## src/rtl/chopper_timer_pair_pkg.sv

```systemverilog
// Shared definitions for the dual-channel fixed-off-time chopper timer.
// Optional build macro: CHOPPER_STATS_EN (per-channel chop counters).
package chopper_timer_pair_pkg;

  localparam int OFF_W_DEF   = 10;
  localparam int BLANK_W_DEF = 8;
  localparam int PHASE_W     = 8;
  localparam int CHOP_CNT_W  = 16;

  typedef enum logic [1:0] {
    ST_ARMED = 2'd0,
    ST_OFF   = 2'd1,
    ST_BLANK = 2'd2
  } chop_state_e;

endpackage

```

## src/rtl/chopper_timer_pair_if.sv

```systemverilog
// Bus between the microstepper control stage (master) and the chopper
// timer pair (slave). Optional build macro: CHOPPER_STATS_EN adds the
// stats_clear request and the two chop counters.
interface chopper_timer_pair_if
  import chopper_timer_pair_pkg::*;
#(
  parameter int OFF_W   = OFF_W_DEF,
  parameter int BLANK_W = BLANK_W_DEF
);
  logic [OFF_W-1:0]   config_offtime;
  logic [BLANK_W-1:0] config_blanktime;
  logic               offtimer_en0;
  logic               offtimer_en1;
  logic [PHASE_W-1:0] phase_ct;
  logic [OFF_W-1:0]   off_timer0;
  logic [OFF_W-1:0]   off_timer1;
  logic [BLANK_W-1:0] blank_timer0;
  logic [BLANK_W-1:0] blank_timer1;
  logic               off_timer0_done;
  logic               off_timer1_done;
`ifdef CHOPPER_STATS_EN
  logic                  stats_clear;
  logic [CHOP_CNT_W-1:0] chop_count0;
  logic [CHOP_CNT_W-1:0] chop_count1;
`endif

  modport master (
    output config_offtime, config_blanktime, offtimer_en0, offtimer_en1, phase_ct,
`ifdef CHOPPER_STATS_EN
    output stats_clear,
    input  chop_count0, chop_count1,
`endif
    input  off_timer0, off_timer1, blank_timer0, blank_timer1,
    input  off_timer0_done, off_timer1_done
  );

  modport slave (
    input  config_offtime, config_blanktime, offtimer_en0, offtimer_en1, phase_ct,
`ifdef CHOPPER_STATS_EN
    input  stats_clear,
    output chop_count0, chop_count1,
`endif
    output off_timer0, off_timer1, blank_timer0, blank_timer1,
    output off_timer0_done, off_timer1_done
  );

endinterface

```

## src/rtl/chopper_timer_pair_channel.sv

```systemverilog
// One chopper channel: ARMED/OFF/BLANK FSM, off and blank timers, the
// off-period done strobe and (with CHOPPER_STATS_EN) a saturating chop counter.
module chopper_timer_channel
  import chopper_timer_pair_pkg::*;
#(
  parameter int OFF_W   = OFF_W_DEF,
  parameter int BLANK_W = BLANK_W_DEF
) (
  input  logic                  clk,
  input  logic                  reset,
  input  logic [OFF_W-1:0]      config_offtime,
  input  logic [BLANK_W-1:0]    config_blanktime,
  input  logic                  offtimer_en,
  input  logic                  commutate,
`ifdef CHOPPER_STATS_EN
  input  logic                  stats_clear,
  output logic [CHOP_CNT_W-1:0] chop_count,
`endif
  output logic [OFF_W-1:0]      off_timer,
  output logic [BLANK_W-1:0]    blank_timer,
  output logic                  off_timer_done
);

  chop_state_e        state_q, state_d;
  logic [OFF_W-1:0]   off_q, off_d;
  logic [BLANK_W-1:0] blank_q, blank_d;
  logic               done_q, done_d;
  logic               blank_nz;

  assign blank_nz = (config_blanktime != '0);

  // Next-state logic; the end of an off period (including a zero-length one)
  // pulses done and hands over to blanking, or straight to ARMED if blanking is 0.
  always_comb begin
    state_d = state_q;
    off_d   = off_q;
    blank_d = blank_q;
    done_d  = 1'b0;
    case (state_q)
      ST_ARMED: begin
        if (commutate) begin
          // Commutation beats a same-cycle off request.
          blank_d = config_blanktime;
          state_d = blank_nz ? ST_BLANK : ST_ARMED;
        end else if (offtimer_en) begin
          if (config_offtime != '0) begin
            off_d   = config_offtime;
            state_d = ST_OFF;
          end else begin
            done_d  = 1'b1;
            blank_d = config_blanktime;
            state_d = blank_nz ? ST_BLANK : ST_ARMED;
          end
        end
      end
      ST_OFF: begin
        if (off_q > OFF_W'(1)) begin
          off_d = off_q - OFF_W'(1);
        end else begin
          off_d   = '0;
          done_d  = 1'b1;
          blank_d = config_blanktime;
          state_d = blank_nz ? ST_BLANK : ST_ARMED;
        end
      end
      ST_BLANK: begin
        if (commutate) begin
          blank_d = config_blanktime;
          state_d = blank_nz ? ST_BLANK : ST_ARMED;
        end else if (blank_q > BLANK_W'(1)) begin
          blank_d = blank_q - BLANK_W'(1);
        end else begin
          blank_d = '0;
          state_d = ST_ARMED;
        end
      end
      default: begin
        state_d = ST_ARMED;
        off_d   = '0;
        blank_d = '0;
      end
    endcase
  end

  // State and timer registers; reset abandons any running timer without a done pulse.
  always_ff @(posedge clk) begin
    if (reset) begin
      state_q <= ST_ARMED;
      off_q   <= '0;
      blank_q <= '0;
      done_q  <= 1'b0;
    end else begin
      state_q <= state_d;
      off_q   <= off_d;
      blank_q <= blank_d;
      done_q  <= done_d;
    end
  end

  assign off_timer      = off_q;
  assign blank_timer    = blank_q;
  assign off_timer_done = done_q;

`ifdef CHOPPER_STATS_EN
  logic [CHOP_CNT_W-1:0] cnt_q;

  // Count done pulses, saturating; a clear on the done cycle drops that pulse.
  always_ff @(posedge clk) begin
    if (reset || stats_clear) begin
      cnt_q <= '0;
    end else if (done_q && (cnt_q != '1)) begin
      cnt_q <= cnt_q + CHOP_CNT_W'(1);
    end
  end

  assign chop_count = cnt_q;
`endif

endmodule

```

## src/rtl/chopper_timer_pair.sv

```systemverilog
// Dual fixed-off-time chopper timing stage (bridges A and B). Owns the
// shared phase_ct commutation detector and two independent channels.
// Optional build macro: CHOPPER_STATS_EN (adds stats_clear, chop_count0/1).
module chopper_timer_pair
  import chopper_timer_pair_pkg::*;
#(
  parameter int OFF_W   = OFF_W_DEF,
  parameter int BLANK_W = BLANK_W_DEF
) (
  input  logic                 clk,
  input  logic                 reset,
  chopper_timer_pair_if.slave  bus
);

  logic [PHASE_W-1:0] phase_q;
  logic               commutate;
  logic [1:0]         en_w;
  logic [1:0]         done_w;
  logic [OFF_W-1:0]   off_w   [2];
  logic [BLANK_W-1:0] blank_w [2];

  // Phase history; loaded with the live value in reset so reset exit is not a commutation.
  always_ff @(posedge clk) begin
    phase_q <= bus.phase_ct;
  end

  assign commutate = (bus.phase_ct != phase_q);
  assign en_w      = {bus.offtimer_en1, bus.offtimer_en0};

`ifdef CHOPPER_STATS_EN
  logic [CHOP_CNT_W-1:0] cnt_w [2];
  assign bus.chop_count0 = cnt_w[0];
  assign bus.chop_count1 = cnt_w[1];
`endif

  generate
    for (genvar gi = 0; gi < 2; gi++) begin : g_ch
      chopper_timer_channel #(
        .OFF_W   (OFF_W),
        .BLANK_W (BLANK_W)
      ) u_ch (
        .clk              (clk),
        .reset            (reset),
        .config_offtime   (bus.config_offtime),
        .config_blanktime (bus.config_blanktime),
        .offtimer_en      (en_w[gi]),
        .commutate        (commutate),
`ifdef CHOPPER_STATS_EN
        .stats_clear      (bus.stats_clear),
        .chop_count       (cnt_w[gi]),
`endif
        .off_timer        (off_w[gi]),
        .blank_timer      (blank_w[gi]),
        .off_timer_done   (done_w[gi])
      );
    end
  endgenerate

  assign bus.off_timer0      = off_w[0];
  assign bus.off_timer1      = off_w[1];
  assign bus.blank_timer0    = blank_w[0];
  assign bus.blank_timer1    = blank_w[1];
  assign bus.off_timer0_done = done_w[0];
  assign bus.off_timer1_done = done_w[1];

endmodule

```

## src/flat_wrapper.sv

```systemverilog
// flat-port wrapper written by rule: the top's interface ports become plain ports
module chopper_timer_pair_flat import chopper_timer_pair_pkg::*;
#(
  parameter int OFF_W   = OFF_W_DEF,
  parameter int BLANK_W = BLANK_W_DEF
)
  (clk, reset, bus_config_offtime, bus_config_blanktime, bus_offtimer_en0, bus_offtimer_en1, bus_phase_ct, bus_off_timer0, bus_off_timer1, bus_blank_timer0, bus_blank_timer1, bus_off_timer0_done, bus_off_timer1_done);
  chopper_timer_pair_if #(.OFF_W(OFF_W), .BLANK_W(BLANK_W)) bus_i ();
  input  logic clk;
  input  logic reset;
  input wire logic [$bits(bus_i.config_offtime)-1:0] bus_config_offtime;
  input wire logic [$bits(bus_i.config_blanktime)-1:0] bus_config_blanktime;
  input wire logic [$bits(bus_i.offtimer_en0)-1:0] bus_offtimer_en0;
  input wire logic [$bits(bus_i.offtimer_en1)-1:0] bus_offtimer_en1;
  input wire logic [$bits(bus_i.phase_ct)-1:0] bus_phase_ct;
  output wire logic [$bits(bus_i.off_timer0)-1:0] bus_off_timer0;
  output wire logic [$bits(bus_i.off_timer1)-1:0] bus_off_timer1;
  output wire logic [$bits(bus_i.blank_timer0)-1:0] bus_blank_timer0;
  output wire logic [$bits(bus_i.blank_timer1)-1:0] bus_blank_timer1;
  output wire logic [$bits(bus_i.off_timer0_done)-1:0] bus_off_timer0_done;
  output wire logic [$bits(bus_i.off_timer1_done)-1:0] bus_off_timer1_done;
  assign bus_i.config_offtime = bus_config_offtime;
  assign bus_i.config_blanktime = bus_config_blanktime;
  assign bus_i.offtimer_en0 = bus_offtimer_en0;
  assign bus_i.offtimer_en1 = bus_offtimer_en1;
  assign bus_i.phase_ct = bus_phase_ct;
  assign bus_off_timer0 = bus_i.off_timer0;
  assign bus_off_timer1 = bus_i.off_timer1;
  assign bus_blank_timer0 = bus_i.blank_timer0;
  assign bus_blank_timer1 = bus_i.blank_timer1;
  assign bus_off_timer0_done = bus_i.off_timer0_done;
  assign bus_off_timer1_done = bus_i.off_timer1_done;
  chopper_timer_pair #(.OFF_W(OFF_W), .BLANK_W(BLANK_W)) u_core (.clk(clk), .reset(reset), .bus(bus_i));
endmodule
```

## config.mk

```make
export PLATFORM = sky130hd
export DESIGN_NAME = chopper_timer_pair_flat
export DESIGN_NICKNAME = d
export VERILOG_FILES = /design/src/rtl/chopper_timer_pair_pkg.sv /design/src/rtl/chopper_timer_pair_if.sv /design/src/rtl/chopper_timer_pair_channel.sv /design/src/rtl/chopper_timer_pair.sv /design/src/flat_wrapper.sv
export SDC_FILE = /design/constraint.sdc
export NUM_CORES = 1
export LEC_CHECK = 0
export CAP_MARGIN = 20
export CORE_ASPECT_RATIO = 1.4
export CORE_UTILIZATION = 40
export DETAILED_ROUTE_END_ITERATION = 8
export HOLD_SLACK_MARGIN = 0.15
export PLACE_DENSITY = 0.66
export SYNTH_ARGS = -nofsm -noshare
export SYNTH_HDL_FRONTEND = slang
export SYNTH_HIERARCHICAL = 1
export SYNTH_SLANG_ARGS = --single-unit
```

## constraint.sdc

```tcl
create_clock -name clk -period 5.7 [get_ports clk]
set_clock_uncertainty 0.05 [all_clocks]
set_input_delay 0.855 -clock clk [delete_from_list [all_inputs] [get_ports clk]]
set_output_delay 0.855 -clock clk [all_outputs]
set_load 0.1 [all_outputs]
```

Yosys cells after proc, flatten, opt, wreduce, memory -nomap -nowiden
Cells that the tools add are included.
W data, S select, Z words.
Storage, ports and cells
  input bits: 30
  register bits: 50
  word-level logic and storage cells: 93
  output and inout bits: 38
Operators by class
  reduce and logical (&&, ||, !) cells: 10
  bitwise logic cells: 2
  $add $sub $neg: 4
  equal/unequal tests: 19
  magnitude comparators: 4
  multiplexer cells: 45
Operators with widths (count)
  $mux W8: 11
  $mux W10: 7
  $pmux W10 S3: 2
  $pmux W8 S3: 2
  $mux W2: 12
  $gt A10 B1 Y1 const B: 2
  $sub A10 B1 Y10 const B: 2
  $ne A3 B2 Y1 const B: 6
  $gt A8 B1 Y1 const B: 2
  $sub A8 B1 Y8 const B: 2
  $ne A2 B2 Y1 const B: 7
  $pmux W2 S3: 2
  $reduce_and A3 Y1: 4
  $reduce_bool A10 Y1: 1
  $ne A8 B8 Y1: 1
  $reduce_and A4 Y1: 2
  $reduce_bool A8 Y1: 1
  $mux W1: 7
  $eq A2 B1 Y1 const B: 2
  $eq A2 B2 Y1 const B: 2
  $logic_not A2 Y1: 2
  $pmux W1 S2: 2
  $ne A2 B1 Y1 const B: 1
  $not A1 Y1: 2

Logic depth before layout (Yosys ltp)
  word-level depth: 6
  gate-level depth with buffers: 9
  gate-level depth less buffers: 8

By module
The synthesis kept the hierarchy.
Modules (own cells, without submodules)
  chopper_timer_channel at u_core.g_ch[1].u_ch: cells each 186, instances 1, area each 1478.9 um^2
  chopper_timer_channel at u_core.g_ch[0].u_ch: cells each 178, instances 1, area each 1442.6 um^2
  chopper_timer_pair: cells each 19, instances 1, area each 246.5 um^2

Least setup slack after synthesis
OpenSTA, ideal clock, no wires.
  path kind: reg-to-reg
  start point: register u_core.g_ch[0].u_ch.off_q[0]
  end point: register u_core.g_ch[0].u_ch.blank_q[3]
  cell stages (with the launch flop): 9
  buffers on the path: 2
  library setup time: 117 ps
  required time: 5533 ps
  setup slack: 2941 ps
  period minus slack after synthesis: 2759 ps
  data arrival time: 2592 ps
  cells stage by stage: dfxtp_1 inv_1 ha_1 or2_2 clkbuf_1 nand4_1 a22oi_2 buf_2 a32o_1
Between the ends
  longest elaborated chain between the ends: 3
Ends and longest elaborated chain
  start, declared: line chopper_timer_pair_channel.sv:25  | logic [OFF_W-1:0] off_q, off_d;
  start signal, assigned: line chopper_timer_pair_channel.sv:89  | off_q <= '0;
  start signal, assigned: line chopper_timer_pair_channel.sv:94  | off_q <= off_d;
  $gt A10 B1 Y1: line chopper_timer_pair_channel.sv:57  | if (off_q > OFF_W'(1)) begin
  $ne A2 B2 Y1 (no line)
  $reduce_and A3 Y1 (no line)
  end signal, assigned: line chopper_timer_pair_channel.sv:95  | blank_q <= blank_d;
  end, declared: line chopper_timer_pair_channel.sv:26  | logic [BLANK_W-1:0] blank_q, blank_d;
No other way between the ends.
A chain may end at the register's enable or synchronous reset.

Worst setup path in the final report
  start point: input port bus_phase_ct[5]
  end point: register u_core.g_ch[0].u_ch.off_q[9]
Between the ends
  longest elaborated chain between the ends: 3
Ends and longest elaborated chain
  start, declared: line flat_wrapper.sv:15  | input wire logic [$bits(bus_i.phase_ct)-1:0] bus_phase_ct;
  $ne A8 B8 Y1: line chopper_timer_pair.sv:27  | assign commutate = (bus.phase_ct != phase_q);
  net u_core.commutate: line chopper_timer_pair.sv:16  | logic commutate;
  $ne A2 B2 Y1 (no line)
  $reduce_and A4 Y1 (no line)
The timed path passes the listed nets, and every way through them passes these cells.

==> run_results.csv <==
group,metric,value,unit
cells_and_area,drive_gt1_share,7.19,%
placement,dpl.hpwl,6250,µm
global_route,antenna_found_initial,0,
power_and_ir_drop,power.leakage,1.48,nW
placement,io_buffers,67,
synth,syn_area,0.00317,mm²
clock_network,post_cts_buffers,0,
worst_hold_path,hold_path_startpoint,"u_core/g_ch[0].u_ch/blank_timer[4]$_SDFFE_PP0P_",
cells_and_area,final_cell_area,0.00400,mm²
die,initial_utilization,41.1,%
timing,slew_headroom,33.8,%
timing,setup-violations-final,0,
worst_setup_path,r2r_end,"u_core/g_ch[0].u_ch/off_timer[9]$_SDFFE_PP0P_",
die,fp.dieH,107,µm
worst_setup_path,crit_fanout,11,
synth,synth_fp_nets,421,
clock_network,insertion_delay,0.31,ns
timing,hold_violations,0,
synth,synth-seq-cells,50,
timing,post-route-min-period,3.17,ns
worst_setup_path,cp.required,5.84,ns
timing,tns,0,ns
synth,synth_seq_area_share,31.6,%
power_and_ir_drop,vdd_drop_max,0.123,mV
clock_network,htreeDepth,2,
route,via_per_inst,5.73,
worst_setup_path,cp-start-kind,"input pin",
worst_hold_path,hold_path_class,"reg -> reg",
placement,post_dp_cell_area,0.00390,mm²
worst_setup_path,reg2regPathDepth,8,
die,die_area,0.00829,mm²
synth,ys_warn_count,6,
clock_network,cts_tree,"built",
status,status,"finished, final reports clean",
global_route,grt_use_total,21.8,%
placement,place_ws,2.18,ns
route,ant_nets,0,
cells_and_area,fin_cells,545,
worst_setup_path,critPathCaptureType,"flop",
timing,rsz0062_at_grt,"no",
route,via_count,3124,
global_route,grt_max_degree,37,
clock_network,clk_path_buf_depth,2,
worst_hold_path,holdPathEnd,"u_core/g_ch[0].u_ch/blank_timer[4]$_SDFFE_PP0P_",
power_and_ir_drop,power_density,186,mW/mm²
timing,worstMarginPinSlew,0.990,ns
synth,synthFlopType,"dfxtp_1",
global_route,grt_pass1_wl,14400,µm
synth,ys_types,70,
power_and_ir_drop,p_total,744,µW
die,ios,68,
worst_setup_path,r2r_slack,3.19,ns
clock_network,root_buffer,"clkbuf_8",
worst_setup_path,critical_path_arrival,3.31,ns
worst_setup_path,critical_path_class,"in -> reg",
timing,setup_slack,2.53,ns
route,drt_iter0_drc,179,
timing,fmax,0.315,GHz
placement,place_congestion,0.851,
clock_network,clock-sinks,50,
job,maxCapViolations,0,
clock_network,cts_resized,0,
global_route,grt_pass1_vias,3033,
synth,synth_edf_count,0,
clock_network,cts_buffers,5,
synth,synthArstFlopShare,0,%
route,routed_wl,8640,µm
timing,fin_hold_ws,0.495,ns
route,post_drt_wl_per_cell,15.8,µm
cells_and_area,n_antenna_cell,0,
route,dr.pass1.iters,5,
worst_setup_path,r2r_start,"u_core/phase_q[5]$_DFF_P_",
timing,slew_viol_final,0,
synth,synth_area_per_cell,8.27,µm²
die,core-area,0.00770,mm²
die,std_cell_rows,38,
cells_and_area,syn2layout_area_growth,26.1,%
cells_and_area,post-route-util,51.9,%
global_route,overflow,0,
clock_network,ctsHoldBuffers,0,
timing,post-route-period-util,55.7,%
synth,synthCells,383,
placement,dp.cells,537,
die,die_w,77.2,µm
route,drcViolationCount,0,
worst_hold_path,hold-path-cell-count,2,
clock_network,path_clk_slew,0.09,ns
cells_and_area,final_nets,482,
worst max-delay path by stage:
| stage | startpoint | to | slack [ns] |
|---|---|---|---|
| after floorplan | u_core/g_ch[0].u_ch/off_timer[0]$_SDFFE_PP0P_ | u_core/g_ch[0].u_ch/blank_timer[3]$_SDFFE_PP0P_ | 2.94 |
| after global placement | bus_phase_ct[5] | u_core/g_ch[0].u_ch/off_timer[8]$_SDFFE_PP0P_ | 2.25 |
| after detailed placement | bus_phase_ct[5] | u_core/g_ch[0].u_ch/off_timer[9]$_SDFFE_PP0P_ | 2.18 |
| after CTS | bus_phase_ct[5] | u_core/g_ch[0].u_ch/off_timer[9]$_SDFFE_PP0P_ | 2.51 |
| after global routing | bus_phase_ct[1] | u_core/g_ch[0].u_ch/blank_timer[0]$_SDFFE_PP0P_ | 2.26 |
| final | bus_phase_ct[5] | u_core/g_ch[0].u_ch/off_timer[9]$_SDFFE_PP0P_ | 2.53 |
area by class of cell:
cell class	count	area [µm²]
multi-input cells	303	2040
fillers	775	3710
clock inverters	1	5.00
well taps	100	125
flip-flops and latches	50	1000
repair buffers	69	686
inverters	15	56.3
clock buffers	7	86.3
cell usage after synthesis, types with 4 or more instances:
| cell | count | area share, % |
|---|---|---|
| a211oi_1 | 11 | 2.6 |
| a21oi_1 | 20 | 3.2 |
| a22oi_1 | 10 | 2.4 |
| a2bb2oi_1 | 8 | 2.2 |
| a31oi_1 | 9 | 1.8 |
| clkbuf_1 | 9 | 1.1 |
| dfxtp_1 | 50 | 32 |
| ha_1 | 8 | 3.2 |
| inv_1 | 14 | 1.7 |
| mux2i_1 | 5 | 1.6 |
| nand2_1 | 24 | 2.8 |
| nand3_1 | 13 | 2.1 |
| nor2_1 | 51 | 6.0 |
| nor2b_1 | 10 | 2.0 |
| nor3_1 | 18 | 2.8 |
| nor4_1 | 9 | 1.8 |
| nor4_4 | 5 | 3.4 |
| o21ai_0 | 10 | 1.6 |
| o22ai_1 | 4 | 0.79 |
| o31ai_1 | 5 | 1.2 |
| or3_1 | 4 | 0.79 |
| or4_1 | 4 | 0.95 |
| xor2_1 | 14 | 3.9 |
per-layer routing:
layer | part of all wire [%] | vias up | GRT usage (%)
met2 | 50 | 95 | 38.1
met3 | 4.9 | 19 | 3.64
met4 | 2.9 | 0 | 10.4
li1 | - | 1561 | -
met1 | 42 | 1449 | 25.7
met5 | 0 | - | 0
cell usage in the layout, fill, tap and decap left out, types with 3 or more instances in the layout:
master,count
mux2i_1,5
a2bb2oi_1,8
and2_1,3
ha_1,8
nor2_1,51
o21ai_0,10
a22oi_1,10
nor4_1,9
nor2b_1,10
clkdlybuf4s50_1,67
a31oi_1,9
o21ai_1,3
clkbuf_8,6
o31ai_1,5
inv_1,14
nor4_4,5
or2_2,3
dfxtp_1,50
nand2_1,24
nand3_1,13
o2bb2ai_1,3
nor3_1,18
xor2_1,14
a211oi_1,11
or3_1,4
or4_1,4
a21oi_1,20
o22ai_1,4
nand4_1,3
kinds of logic after synthesis:
family / Yosys count / synth area share, %
fa+ha+maj: 8 / 3.16
flops: 50 / 31.6
compound gates: 107 / 24.9
mux: 7 / 2.29
xor+xnor: 16 / 4.42
buf+inv: 30 / 4.15
simple gates: 165 / 29.5
power breakdown:
group	total, mW	internal [mW]	switching, mW	leakage [nW]
clock network	0.220	0.0983	0.122	0.0482
registers	0.373	0.360	0.0133	0.411
logic	0.151	0.0568	0.0945	1.02
flip-flops by register name, summed over array words and instances (netlist names):
| name | count |
|---|---|
| u_core/g_ch.u_ch/off_timer_done | 2 |
| u_core/phase_q | 8 |
| u_core/g_ch.u_ch/blank_timer | 16 |
| u_core/g_ch.u_ch/state_q | 4 |
| u_core/g_ch.u_ch/off_timer | 20 |
critical path, cell delays in order:
cell and delay (ns):
clkdlybuf4s50_1 0.43, xor2_1 0.15, nor4_1 0.29, nand2_1 0.27
or3b_2 0.50, a31oi_1 0.24, nor2_1 0.21, a22oi_1 0.28
a21oi_1 0.09
(Power assumes the default switching activity.)
